<file path="src/rtl/secret_pkg.sv">
// Shared constants and state encoding for the secret_loader display frame loader.
package secret_pkg;

    localparam int WORD_W     = 7;
    localparam int WORD_COUNT = 20;

    // Word sent to the display once a frame has been pushed out; it is also
    // the one host word value that is reserved and may not be stored.
    localparam logic [WORD_W-1:0] CMD_PLAY = 7'h7F;
    localparam logic [WORD_W-1:0] BLANK    = 7'h00;

    typedef enum logic [1:0] {
        IDLE = 2'd0,
        SEND = 2'd1,
        PLAY = 2'd2
    } state_t;

endpackage

</file>
<file path="src/rtl/secret_loader_if.sv">
// Host-side word stream and display-side outputs of secret_loader.
interface secret_loader_if #(
    parameter int WORD_W = 7
);

    logic [WORD_W-1:0] in_data;
    logic              in_valid;
    logic              in_last;
    logic              in_ready;
    logic              stop;
    logic [WORD_W-1:0] dout;
    logic              busy;
    logic              playing;
    logic              err;

    // Host / testbench side
    modport master (
        output in_data, in_valid, in_last, stop,
        input  in_ready, dout, busy, playing, err
    );

    // Loader side
    modport slave (
        input  in_data, in_valid, in_last, stop,
        output in_ready, dout, busy, playing, err
    );

endinterface

</file>
<file path="src/rtl/secret_word_buf.sv">
// Frame storage: one synchronous write port, one combinational read port.
// Contents are not reset; the loader only reads locations it has written
// during the current frame.
module secret_word_buf #(
    parameter int WORD_COUNT = 20,
    parameter int WORD_W     = 7,
    parameter int ADDR_W     = 5
) (
    input  logic              clk,
    input  logic              we,
    input  logic [ADDR_W-1:0] waddr,
    input  logic [WORD_W-1:0] wdata,
    input  logic [ADDR_W-1:0] raddr,
    output logic [WORD_W-1:0] rdata
);

    logic [WORD_W-1:0] mem [WORD_COUNT];

    // Write the accepted host word into its frame slot
    always_ff @(posedge clk) begin
        if (we) begin
            mem[waddr] <= wdata;
        end
    end

    assign rdata = mem[raddr];

endmodule

</file>
<file path="src/rtl/secret_loader.sv">
// secret_loader: collects up to WORD_COUNT host words into a frame buffer,
// streams the whole frame to the display (unused slots blank), then holds
// the play command until stopped.
// Optional build macro LOADER_SANITIZE_EN: a received reserved word (7'h7F)
// is stored as blank and raises the sticky err flag. Without it, words are
// stored as received and err stays low.
import secret_pkg::*;

module secret_loader #(
    parameter int WORD_COUNT = secret_pkg::WORD_COUNT,
    parameter int WORD_W     = secret_pkg::WORD_W
) (
    input  logic           clk,
    input  logic           rst,
    secret_loader_if.slave bus
);

    localparam int CNT_W = $clog2(WORD_COUNT + 1);
    localparam int IDX_W = (WORD_COUNT > 1) ? $clog2(WORD_COUNT) : 1;

    localparam logic [WORD_W-1:0] W_PLAY  = WORD_W'(CMD_PLAY);
    localparam logic [WORD_W-1:0] W_BLANK = WORD_W'(BLANK);

    state_t            state_q, state_n;
    logic [CNT_W-1:0]  count_q, count_n;
    logic [IDX_W-1:0]  idx_q, idx_n;
    logic [WORD_W-1:0] dout_q, dout_n;
    logic [WORD_W-1:0] wdata, rdata;
    logic              we;
    logic              accept;
    logic              ready;

`ifdef LOADER_SANITIZE_EN
    logic              err_q, err_n;
`endif

    assign ready  = (state_q == IDLE) && (count_q < CNT_W'(WORD_COUNT));
    assign accept = ready && bus.in_valid;

    secret_word_buf #(
        .WORD_COUNT (WORD_COUNT),
        .WORD_W     (WORD_W),
        .ADDR_W     (IDX_W)
    ) u_buf (
        .clk   (clk),
        .we    (we),
        .waddr (count_q[IDX_W-1:0]),
        .wdata (wdata),
        .raddr (idx_q),
        .rdata (rdata)
    );

    // State, counters and the registered display word
    always_ff @(posedge clk) begin
        if (rst) begin
            state_q <= IDLE;
            count_q <= '0;
            idx_q   <= '0;
            dout_q  <= W_BLANK;
`ifdef LOADER_SANITIZE_EN
            err_q   <= 1'b0;
`endif
        end else begin
            state_q <= state_n;
            count_q <= count_n;
            idx_q   <= idx_n;
            dout_q  <= dout_n;
`ifdef LOADER_SANITIZE_EN
            err_q   <= err_n;
`endif
        end
    end

    // Next-state, buffer write and next display word
    always_comb begin
        state_n = state_q;
        count_n = count_q;
        idx_n   = idx_q;
        dout_n  = dout_q;
        we      = 1'b0;
        wdata   = bus.in_data;
`ifdef LOADER_SANITIZE_EN
        err_n   = err_q;
        if (bus.in_data == W_PLAY) begin
            wdata = W_BLANK;
        end
`endif
        case (state_q)
            IDLE: begin
                dout_n = W_BLANK;
                idx_n  = '0;
                if (accept) begin
                    we      = 1'b1;
                    count_n = count_q + CNT_W'(1);
`ifdef LOADER_SANITIZE_EN
                    if (bus.in_data == W_PLAY) begin
                        err_n = 1'b1;
                    end
`endif
                    // A full buffer closes the frame even without in_last
                    if (bus.in_last || (count_n == CNT_W'(WORD_COUNT))) begin
                        state_n = SEND;
                    end
                end
            end
            SEND: begin
                dout_n = (CNT_W'(idx_q) < count_q) ? rdata : W_BLANK;
                if (idx_q == IDX_W'(WORD_COUNT - 1)) begin
                    state_n = PLAY;
                    idx_n   = '0;
                end else begin
                    idx_n = idx_q + IDX_W'(1);
                end
            end
            PLAY: begin
                dout_n = W_PLAY;
                if (bus.stop) begin
                    state_n = IDLE;
                    count_n = '0;
                    dout_n  = W_BLANK;
                end
            end
            default: begin
                state_n = IDLE;
                count_n = '0;
                idx_n   = '0;
                dout_n  = W_BLANK;
            end
        endcase
    end

    assign bus.in_ready = ready;
    assign bus.dout     = dout_q;
    assign bus.busy     = (state_q == SEND) || (state_q == PLAY);
    assign bus.playing  = (state_q == PLAY);
`ifdef LOADER_SANITIZE_EN
    assign bus.err      = err_q;
`else
    assign bus.err      = 1'b0;
`endif

endmodule

</file>
<file path="src/flat_wrapper.sv">
// flat-port wrapper written by rule: the top's interface ports become plain ports
module secret_loader_flat 
#(
    parameter int WORD_COUNT = secret_pkg::WORD_COUNT,
    parameter int WORD_W     = secret_pkg::WORD_W
)
  (clk, rst, bus_in_data, bus_in_valid, bus_in_last, bus_stop, bus_in_ready, bus_dout, bus_busy, bus_playing, bus_err);
  secret_loader_if #(.WORD_W(WORD_W)) bus_i ();
  input  logic clk;
  input  logic rst;
  input wire logic [$bits(bus_i.in_data)-1:0] bus_in_data;
  input wire logic [$bits(bus_i.in_valid)-1:0] bus_in_valid;
  input wire logic [$bits(bus_i.in_last)-1:0] bus_in_last;
  input wire logic [$bits(bus_i.stop)-1:0] bus_stop;
  output wire logic [$bits(bus_i.in_ready)-1:0] bus_in_ready;
  output wire logic [$bits(bus_i.dout)-1:0] bus_dout;
  output wire logic [$bits(bus_i.busy)-1:0] bus_busy;
  output wire logic [$bits(bus_i.playing)-1:0] bus_playing;
  output wire logic [$bits(bus_i.err)-1:0] bus_err;
  assign bus_i.in_data = bus_in_data;
  assign bus_i.in_valid = bus_in_valid;
  assign bus_i.in_last = bus_in_last;
  assign bus_i.stop = bus_stop;
  assign bus_in_ready = bus_i.in_ready;
  assign bus_dout = bus_i.dout;
  assign bus_busy = bus_i.busy;
  assign bus_playing = bus_i.playing;
  assign bus_err = bus_i.err;
  secret_loader #(.WORD_COUNT(WORD_COUNT), .WORD_W(WORD_W)) u_core (.clk(clk), .rst(rst), .bus(bus_i));
endmodule
</file>
<file path="config.mk">
export PLATFORM = sky130hd
export DESIGN_NAME = secret_loader_flat
export DESIGN_NICKNAME = d
export VERILOG_FILES = /design/src/rtl/secret_pkg.sv /design/src/rtl/secret_loader_if.sv /design/src/rtl/secret_word_buf.sv /design/src/rtl/secret_loader.sv /design/src/flat_wrapper.sv
export SDC_FILE = /design/constraint.sdc
export NUM_CORES = 1
export LEC_CHECK = 0
export BUFFER_PORTS_ARGS = -buffer_cell sky130_fd_sc_hd__buf_2
export CAP_MARGIN = 15
export CORE_MARGIN = 4
export CORE_UTILIZATION = 60
export CTS_BUF_LIST = sky130_fd_sc_hd__clkbuf_16
export DETAILED_ROUTE_END_ITERATION = 16
export PLACE_DENSITY = 0.73
export SLEW_MARGIN = 20
export SYNTH_ARGS = -nofsm -noshare
export SYNTH_HDL_FRONTEND = slang
export SYNTH_SLANG_ARGS = --single-unit
</file>
<file path="constraint.sdc">
create_clock -name clk -period 4.8 [get_ports clk]
set_input_delay 1.44 -clock clk [delete_from_list [all_inputs] [get_ports clk]]
set_output_delay 1.44 -clock clk [all_outputs]
set_load 0.03 [all_outputs]
</file>
Yosys cells after proc, flatten, opt, wreduce, memory -nomap -nowiden
Memories as Yosys holds them, arrays and structs flattened. A register that Yosys moved wholly into a read port is not among the register bits. Cells that the tools add are included.

Register bits: 19. Latch bits: 0. RAM bits: 140. Memory bits (read-only): 0. Input bits: 12. Output and inout port bits: 11. Logic and storage cells: 44. Memories: 1.

Memories: u_core.u_buf.mem (words 20, bits a word 7, rd ports 1, clocked after memory_dff 1, wr ports 1, RTL line secret_word_buf.sv:17) `logic [WORD_W-1:0] mem [WORD_COUNT];`.

Add/sub/neg operators: 2. Multiply operators: 0. Div/mod/pow operators: 0. Order comparisons: 2. Equality and inequality tests: 8. Shifts and indexed selects: 0. Mux-type cells: 19. Bitwise logic cells: 1. Reduce and logical (&&, ||, !) cells: 7.

Operator list (count): $mux 5 (5); $pmux 5 s3 (1); $mux 7 (2); $pmux 7 s2 (1); $add 5x1->5 const B (2); $eq 5x5->1 const B (2); $pmux 5 s2 (1); $mux 2 (4); $pmux 2 s3 (1); $lt 5x5->1 (1); $lt 5x5->1 const B (1); $mux 1 (4); $ne 2x1->1 const B (2); $ne 2x2->1 const B (2); $reduce_and 4->1 (1); $reduce_and 3->1 (1); $eq 2x1->1 const B (1); $eq 2x2->1 const B (1); $logic_and 1x1->1 (2); $logic_not 2->1 (1); $logic_or 1x1->1 (2); $not 1->1 (1).

Depth between registers and ports, before layout
Gate-level depths: netlist (run 1).

Depth after elaboration: 7. Gate-level depth with buffers: 7. Mapped depth without buffers: 6.

Hierarchy
Synthesis (run 1) repeated with hierarchy kept, for this count alone.

Cells, all modules: 405. Area, all modules: 6635.1 µm².

Modules (own cells, without submodules): secret_word_buf (instances 1, cells an instance 281, area an instance 5566.6 µm², seq. area each 4204.0 µm²); secret_loader (instances 1, cells an instance 124, area an instance 1068.5 µm², seq. area each 380.4 µm²).

Worst setup path before layout (run 1)
Ideal clock, no wire load.

Path type: input to register. From: input bus_in_valid. To: memory u_core.u_buf.mem[16][0], enable pin. Library setup time: 0.360 ns. Arrival: 2.191 ns. Data required time: 4.440 ns. Setup slack: 2.249 ns. Stages: 3. Path buffers: 0. Cells stage by stage: nand2_1 > or3_1 > nor2_1.

Cells in the longest elaborated chain, start to end: 5.

Ends and longest elaborated chain: start: declaration (RTL line flat_wrapper.sv:12) `input wire logic [$bits(bus_i.in_valid)-1:0] bus_in_valid;`; $logic_and 1x1->1 (RTL line secret_loader.sv:38) `assign accept = ready && bus.in_valid;`; $mux 1 (RTL line secret_loader.sv:92) `if (accept) begin`; $mux 1 (RTL line secret_loader.sv:88) `case (state_q)`; $mux 1 (RTL line secret_word_buf.sv:21) `if (we) begin`; $mux 1 (not written as such) (RTL line secret_word_buf.sv:22) `mem[waddr] <= wdata;`; end: declaration (RTL line secret_word_buf.sv:17).

No other way between the ends.

Worst setup path in the final report (run 1)
From: register u_core.state_q[0]. To: output bus_in_ready.

Cells in the longest elaborated chain, start to end: 2.

Ends and longest elaborated chain: start: declaration (RTL line secret_loader.sv:24) `state_t state_q, state_n;`; start signal: assignment (RTL line secret_loader.sv:64) `state_q <= state_n;`; $logic_not 2->1 (RTL line secret_loader.sv:37) `assign ready = (state_q == IDLE) && (count_q < CNT_W'(WORD_COUNT));`; $logic_and 1x1->1 (RTL line secret_loader.sv:37); end: declaration (RTL line flat_wrapper.sv:15) `output wire logic [$bits(bus_i.in_ready)-1:0] bus_in_ready;`.

No other way between the ends.

==> results of run 1 <==
==> through the flow <==
| stage | hold slack (ps) | utilization, % | std cells | setup WS (ps) |
|---|---|---|---|---|
| 6_report | 562 | 67.5 | 604 | 1830 |
| 5_1_grt | 587 | 67.5 | 604 | 1760 |
| 4_1_cts | 554 | 67.5 | 604 | 1830 |
| 3_5_place_dp | 546 | 62.6 | 572 | 1810 |
| 3_3_place_gp | 527 | 62.6 | 572 | 1880 |
| 2_1_floorplan | 500 | - | 427 | 2250 |
==> cell families after synthesis <==
logic type	share of synthesized area, %
DFF	70.8
and+or+nand+nor	6.45
muxes	11.0
AOI/OAI and AO/OA	6.37
buffers and inverters	2.53
adders and majority gates	2.27
xor gates and xnor gates	0.529
other	0.0567
==> worst min-delay path by stage <==
stage	to	slack [ps]	cells past startpoint	from
2_1_floorplan	u_core.count_q[1]$_SDFFE_PP0P_	500	2	u_core.count_q[1]$_SDFFE_PP0P_
3_3_place_gp	u_core.count_q[1]$_SDFFE_PP0P_	530	2	u_core.count_q[1]$_SDFFE_PP0P_
3_5_place_dp	u_core.count_q[1]$_SDFFE_PP0P_	550	2	u_core.count_q[1]$_SDFFE_PP0P_
4_1_cts	u_core.count_q[1]$_SDFFE_PP0P_	550	2	u_core.count_q[1]$_SDFFE_PP0P_
5_1_grt	u_core.count_q[3]$_SDFFE_PP0P_	590	2	u_core.count_q[3]$_SDFFE_PP0P_
6_report	u_core.count_q[1]$_SDFFE_PP0P_	560	2	u_core.count_q[1]$_SDFFE_PP0P_
==> Yosys cell counts, types with 2 or more instances <==
cell / count
o21a_4: 2
nand2_1: 13
o21ai_0: 3
nor2_1: 42
o22ai_1: 21
inv_1: 14
nor3_1: 8
a21oi_1: 6
xor2_1: 3
o41ai_1: 7
nor2b_1: 3
or4_1: 2
clkbuf_1: 4
a31oi_1: 3
o31ai_1: 11
nand2b_1: 13
buf_1: 2
or2_2: 3
a21o_1: 3
buf_4: 2
buf_6: 6
dfxtp_1: 24
buf_2: 2
edfxtp_1: 140
mux4_2: 7
nand3_1: 5
ha_1: 12
mux2i_1: 57
==> placed cells by master (no fill, tap or decap), types with 5 or more instances in the layout <==
cell type,n
a21oi_1,6
buf_2,21
clkbuf_16,17
clkinvlp_4,6
dfxtp_1,23
edfxtp_1,140
ha_1,12
inv_1,16
mux2i_1,57
mux4_2,7
nand2_1,13
nand2b_1,13
nand3_1,5
nor2_1,42
nor3_1,8
o22ai_1,21
o31ai_1,11
o41ai_1,7
==> power by group through the flow <==
| stage | sequential, mW | combinational, mW | clock, mW |
|---|---|---|---|
| 6_report | 1.66 | 0.333 | 1.22 |
| 4_1_cts | 1.66 | 0.331 | 1.22 |
| 5_1_grt | 1.66 | 0.359 | 1.29 |
| 3_5_place_dp | 1.69 | 0.329 | 0 |
| 2_1_floorplan | 1.63 | 0.288 | 0 |
| 3_3_place_gp | 1.68 | 0.323 | 0 |
==> critical path, cell delays in order (launching register included) <==
cell	delay (ps)
dfxtp_1	370
inv_1	80
ha_1	280
and2b_2	220
buf_2	170
==> flip-flops by register name (all words and copies together), names as in the netlist, named ones only <==
signal            cells
u_core.bus.dout       7
u_core.count_q        5
u_core.idx_q          5
u_core.state_q        2
u_core.u_buf.mem    140
==> metal layers <==
metal  vias up  share of wire [%]  track usage [%]
met2       161                 51             38.7
li1       1690                  -                -
met5         -                  0                0
met1      1852                 40             30.4
met4         0                2.6             8.81
met3        30                7.2             6.36
==> final cells by class <==
cell class              count  area (um2)
multi-input cells         233        1770
repair buffers             21         105
well taps                 140         175
inverters                  14        52.6
clock inverters            15         110
fillers                   741        3520
clock buffers              17         425
flip-flops and latches    164        4690
==> flow_summary.json, run 1 <==
{
  "setup_viol": 0,
  "insertion_delay_ps": 430,
  "fin_nets": 475,
  "synth_cell_types": 37,
  "dieArea_um2": 12800,
  "drtIter0Drc": 331,
  "die_h_um": 113,
  "post_cts_buffers": 0,
  "ant_nets": 0,
  "start_util_pct": 61.0,
  "critPathArrivalTime_ps": 1530,
  "p_int_mw": 2.39,
  "r2r_slack_ps": 2480,
  "vias": 3733,
  "cts.clk_slew.worst_paths_ps": 60,
  "rows": 38,
  "hp-class": "register to register",
  "routed_wl_um": 14100,
  "cts_max_path_buffers": 2,
  "swShare_pct": 25.5,
  "syn-cell-area_um2": 6620,
  "maxSlewViolCount": 0,
  "cts_buffers": 17,
  "dr.pass1.iters": 5,
  "grt_max_degree": 64,
  "max_slew_margin_pct": 28.0,
  "post-route-period-util_pct": 61.9,
  "seq_area_frac_synth_pct": 70.8,
  "viasPerCell": 6.18,
  "rsz0062_at_grt": "no",
  "port_buffers": 21,
  "grt-ovfl-total": 0,
  "p_switching_mw": 0.817,
  "globalplace.congestion": 0.829,
  "clock.fmax_mhz": 336,
  "endpoint_kind": "primary output",
  "grt.total_usage_pct": 23.6,
  "cts_root_buf": "clkbuf_16",
  "cts_tree": "done",
  "powerDensity_nw_per_um2": 438,
  "synth_nets": 451,
  "p_seq_share_pct": 51.6,
  "synth_top_cell_by_area": "edfxtp_1",
  "ctsHoldBuffers": 0,
  "wl_per_cell_um": 23.4,
  "synth_area_per_cell_um2": 15.5,
  "cts-resized-gates": 0,
  "ir_drop_mv": 0.366,
  "core-area_um2": 10800,
  "synth_ff_type": "edfxtp_1",
  "fin_tns_setup_ps": 0,
  "cts.htree.levels": 4,
  "static-leakage-power_nw": 2.36,
  "r2r_cells": 4,
  "hold_viol": 0,
  "synth_edf_count": 140,
  "period_needed_ps": 2970,
  "p_clk_share_pct": 38.0,
  "crit_start": "u_core.state_q[0]$_SDFFE_PP0P_",
  "drive_gt1_share_pct": 14.0,
  "ios": 23,
  "placedInstanceArea_um2": 6790,
  "antenna_found_initial": 0,
  "grt_pass1_vias": 3815,
  "run_status": "complete, no violations",
  "crit_path_start_kind": "register",
  "syn2layout_area_growth_pct": 10.6,
  "die_width_um": 113,
  "required_ps": 3360,
  "combPwrFrac_pct": 10.4,
  "finalClockSkew_ps": 9.64,
  "yosys-top-cells-area": "edfxtp_1 (64%), mux2i_1 (8.6%), dfxtp_1 (7.3%)",
  "yosys_warnings": 0,
  "design_area_um2": 7320,
  "dp_hpwl_um": 9250,
  "worst_pin_slew_ps": 1080,
  "diodes": 0,
  "synth_top_area_share_pct": 63.5,
  "async_reset_ff_share_pct": 0,
  "grt_pass1_wl_um": 21700,
  "clock-sinks": 164,
  "syn_inst": 427,
  "post-route-drc-count": 0,
  "crit_path_max_fanout": 6,
  "maxCapViolCount": 0,
  "ys_ff_latch": 164,
  "total_power_mw": 3.21,
  "r2r_end": "u_core.bus.dout[0]$_SDFF_PP0_",
  "cp-endpoint": "bus_in_ready",
  "crit_type": "register to primary output"
}
Note: power is estimated with default switching activity, not from simulation.
==> run 2, diff against run 1 <==
Settings changed: CORE_UTILIZATION 60 to 55, PLACE_DENSITY 0.73 to 0.71.
Clock period 4.8 ns to 2.7 ns, I/O delays scaled along.
==> run 2 against run 1 <==
Compared with the run above: sequential power up 73%; flip-flop and latch count unchanged; non-clock buffer count up 7; cell area up 2.5%; count of clock-buffer cells in the layout unchanged; critical endpoint unchanged.
==> flow_summary.json, run 2 (same netlist as run 1, synthesis figures left out) <==
{
  "vias": 3727,
  "antenna_found_initial": 0,
  "cts-resized-gates": 0,
  "post_cts_buffers": 0,
  "crit_path_max_fanout": 6,
  "cp_slowest_stage_delay_ps": 360,
  "cts_root_buf": "clkbuf_16",
  "viasPerCell": 6.07,
  "grt.total_usage_pct": 21.4,
  "critPathArrivalTime_ps": 1530,
  "diodes": 0,
  "grt_pass1_vias": 3828,
  "routed_wl_um": 14200,
  "clock-sinks": 164,
  "ctsHoldBuffers": 0,
  "crit_type": "register to primary output",
  "fin_nets": 482,
  "die_width_um": 118,
  "multi_input_area_um2": 1770,
  "n_fill_cell": 837,
  "powerDensity_nw_per_um2": 835,
  "use_met2_pct": 34.1,
  "run_status": "complete, no violations",
  "maxCapViolCount": 0,
  "final_common_cell": "edfxtp_1",
  "dp_hpwl_um": 9320,
  "port_buffers": 21,
  "hold_viol": 0,
  "rows": 39,
  "crit_path_start_kind": "register",
  "clock.fmax_mhz": 428,
  "finalClockSkew_ps": 6.34,
  "met3_usage_pct": 4.76,
  "cts_buffers": 17,
  "maxSlewViolCount": 0,
  "dr.pass1.iters": 5,
  "whs_ps": 557,
  "top_usage_layer": "met2",
  "syn2layout_area_growth_pct": 13.4,
  "ios": 23,
  "post-route-drc-count": 0,
  "largest-register": "u_core.u_buf.mem",
  "critPathSlowestCell": "dfxtp_1",
  "endpoint_kind": "primary output",
  "ir_drop_mv": 0.537,
  "die_h_um": 118,
  "cp_cell_sequence": "inv_1, ha_1, and2b_2, buf_2",
  "rsz0062_at_grt": "no",
  "grt_max_degree": 21,
  "dieArea_um2": 13900,
  "final_cell_mix": "edfxtp_1 (140), mux2i_1 (57), nor2_1 (42)",
  "start_util_pct": 57.0,
  "max_slew_margin_pct": 52.8,
  "globalplace.congestion": 0.960,
  "cts_max_path_buffers": 2,
  "post-route-util_pct": 64.6,
  "ant_nets": 0,
  "grtUsageMet1_pct": 29.3,
  "cts.clk_slew.worst_paths_ps": 60,
  "static-leakage-power_nw": 2.47,
  "core-area_um2": 11600,
  "grt-ovfl-total": 0,
  "cts.htree.levels": 4,
  "regArea_um2": 4690,
  "grt_pass1_wl_um": 21900,
  "drtIter0Drc": 362,
  "hp-class": "register to register",
  "worst_pin_slew_ps": 699,
  "fin_tns_setup_ps": 0,
  "required_ps": 1890,
  "drive_gt1_share_pct": 15.3,
  "total_power_mw": 6.26,
  "wl_per_cell_um": 23.1,
  "post-route-period-util_pct": 86.6,
  "cts_tree": "done",
  "insertion_delay_ps": 430,
  "setup_viol": 0,
  "period_needed_ps": 2340,
  "largest_reg_flops": 140
}
run 2: cell types whose count changed in the layout (fill, tap and decap cells not counted):
cell | before | now
buf_4 | 0 | 7
bufinv_16 | 0 | 6
clkinvlp_4 | 6 | 1
clkinv_2 | 1 | 3
inv_6 | 4 | 2
clkinv_1 | 0 | 1
clkinv_4 | 2 | 1
inv_1 | 16 | 15
run 2: critical path, delay by kind of cell, from the launching register on:
kind                     cells  cell delay [ps]
adder cells (fa/ha/maj)      1              270
buffers and inverters        2              250
flip-flops                   1              360
AND/OR/NAND/NOR              1              220
run 2: final timing paths:
kind	start	endpoint	slack [ps]	cells after the start
min reg2reg	u_core.count_q[3]$_SDFFE_PP0P_	u_core.count_q[3]$_SDFFE_PP0P_	560	2
max	u_core.state_q[1]$_SDFFE_PP0P_	bus_in_ready	360	4
min	u_core.count_q[3]$_SDFFE_PP0P_	u_core.count_q[3]$_SDFFE_PP0P_	560	2
max reg2reg	register	u_core.bus.dout[3]$_SDFF_PP0_	480	4
run 2: power breakdown:
part           switching, mW  internal (mW)
registers             0.0609           2.82
clock network          0.969           1.73
logic                  0.421          0.265
run 2: final cells by class:
type | count | share of cell area [%]
inverter | 14 | 0.700
clock buffer | 17 | 5.67
sequential | 164 | 62.5
timing repair buffer | 28 | 2.10
multi-input combinational | 233 | 23.5
tap | 143 | 2.38
clock inverter | 15 | 3.15
run 2: metal layers:
layer	routed length, um	vias up
li1	-	1700
met1	6160	1866
met2	6960	135
met3	728	26
met4	333	0
met5	0	-
run 2: per-stage QoR:
| step | area [um2] | setup WS, ps | cells |
|---|---|---|---|
| 2_1_floorplan | 6620 | 779 | 427 |
| 3_3_place_gp | 6840 | 444 | 582 |
| 3_5_place_dp | 6840 | 379 | 582 |
| 4_1_cts | 7500 | 341 | 614 |
| 5_1_grt | 7500 | 271 | 614 |
| 6_report | 7500 | 363 | 614 |
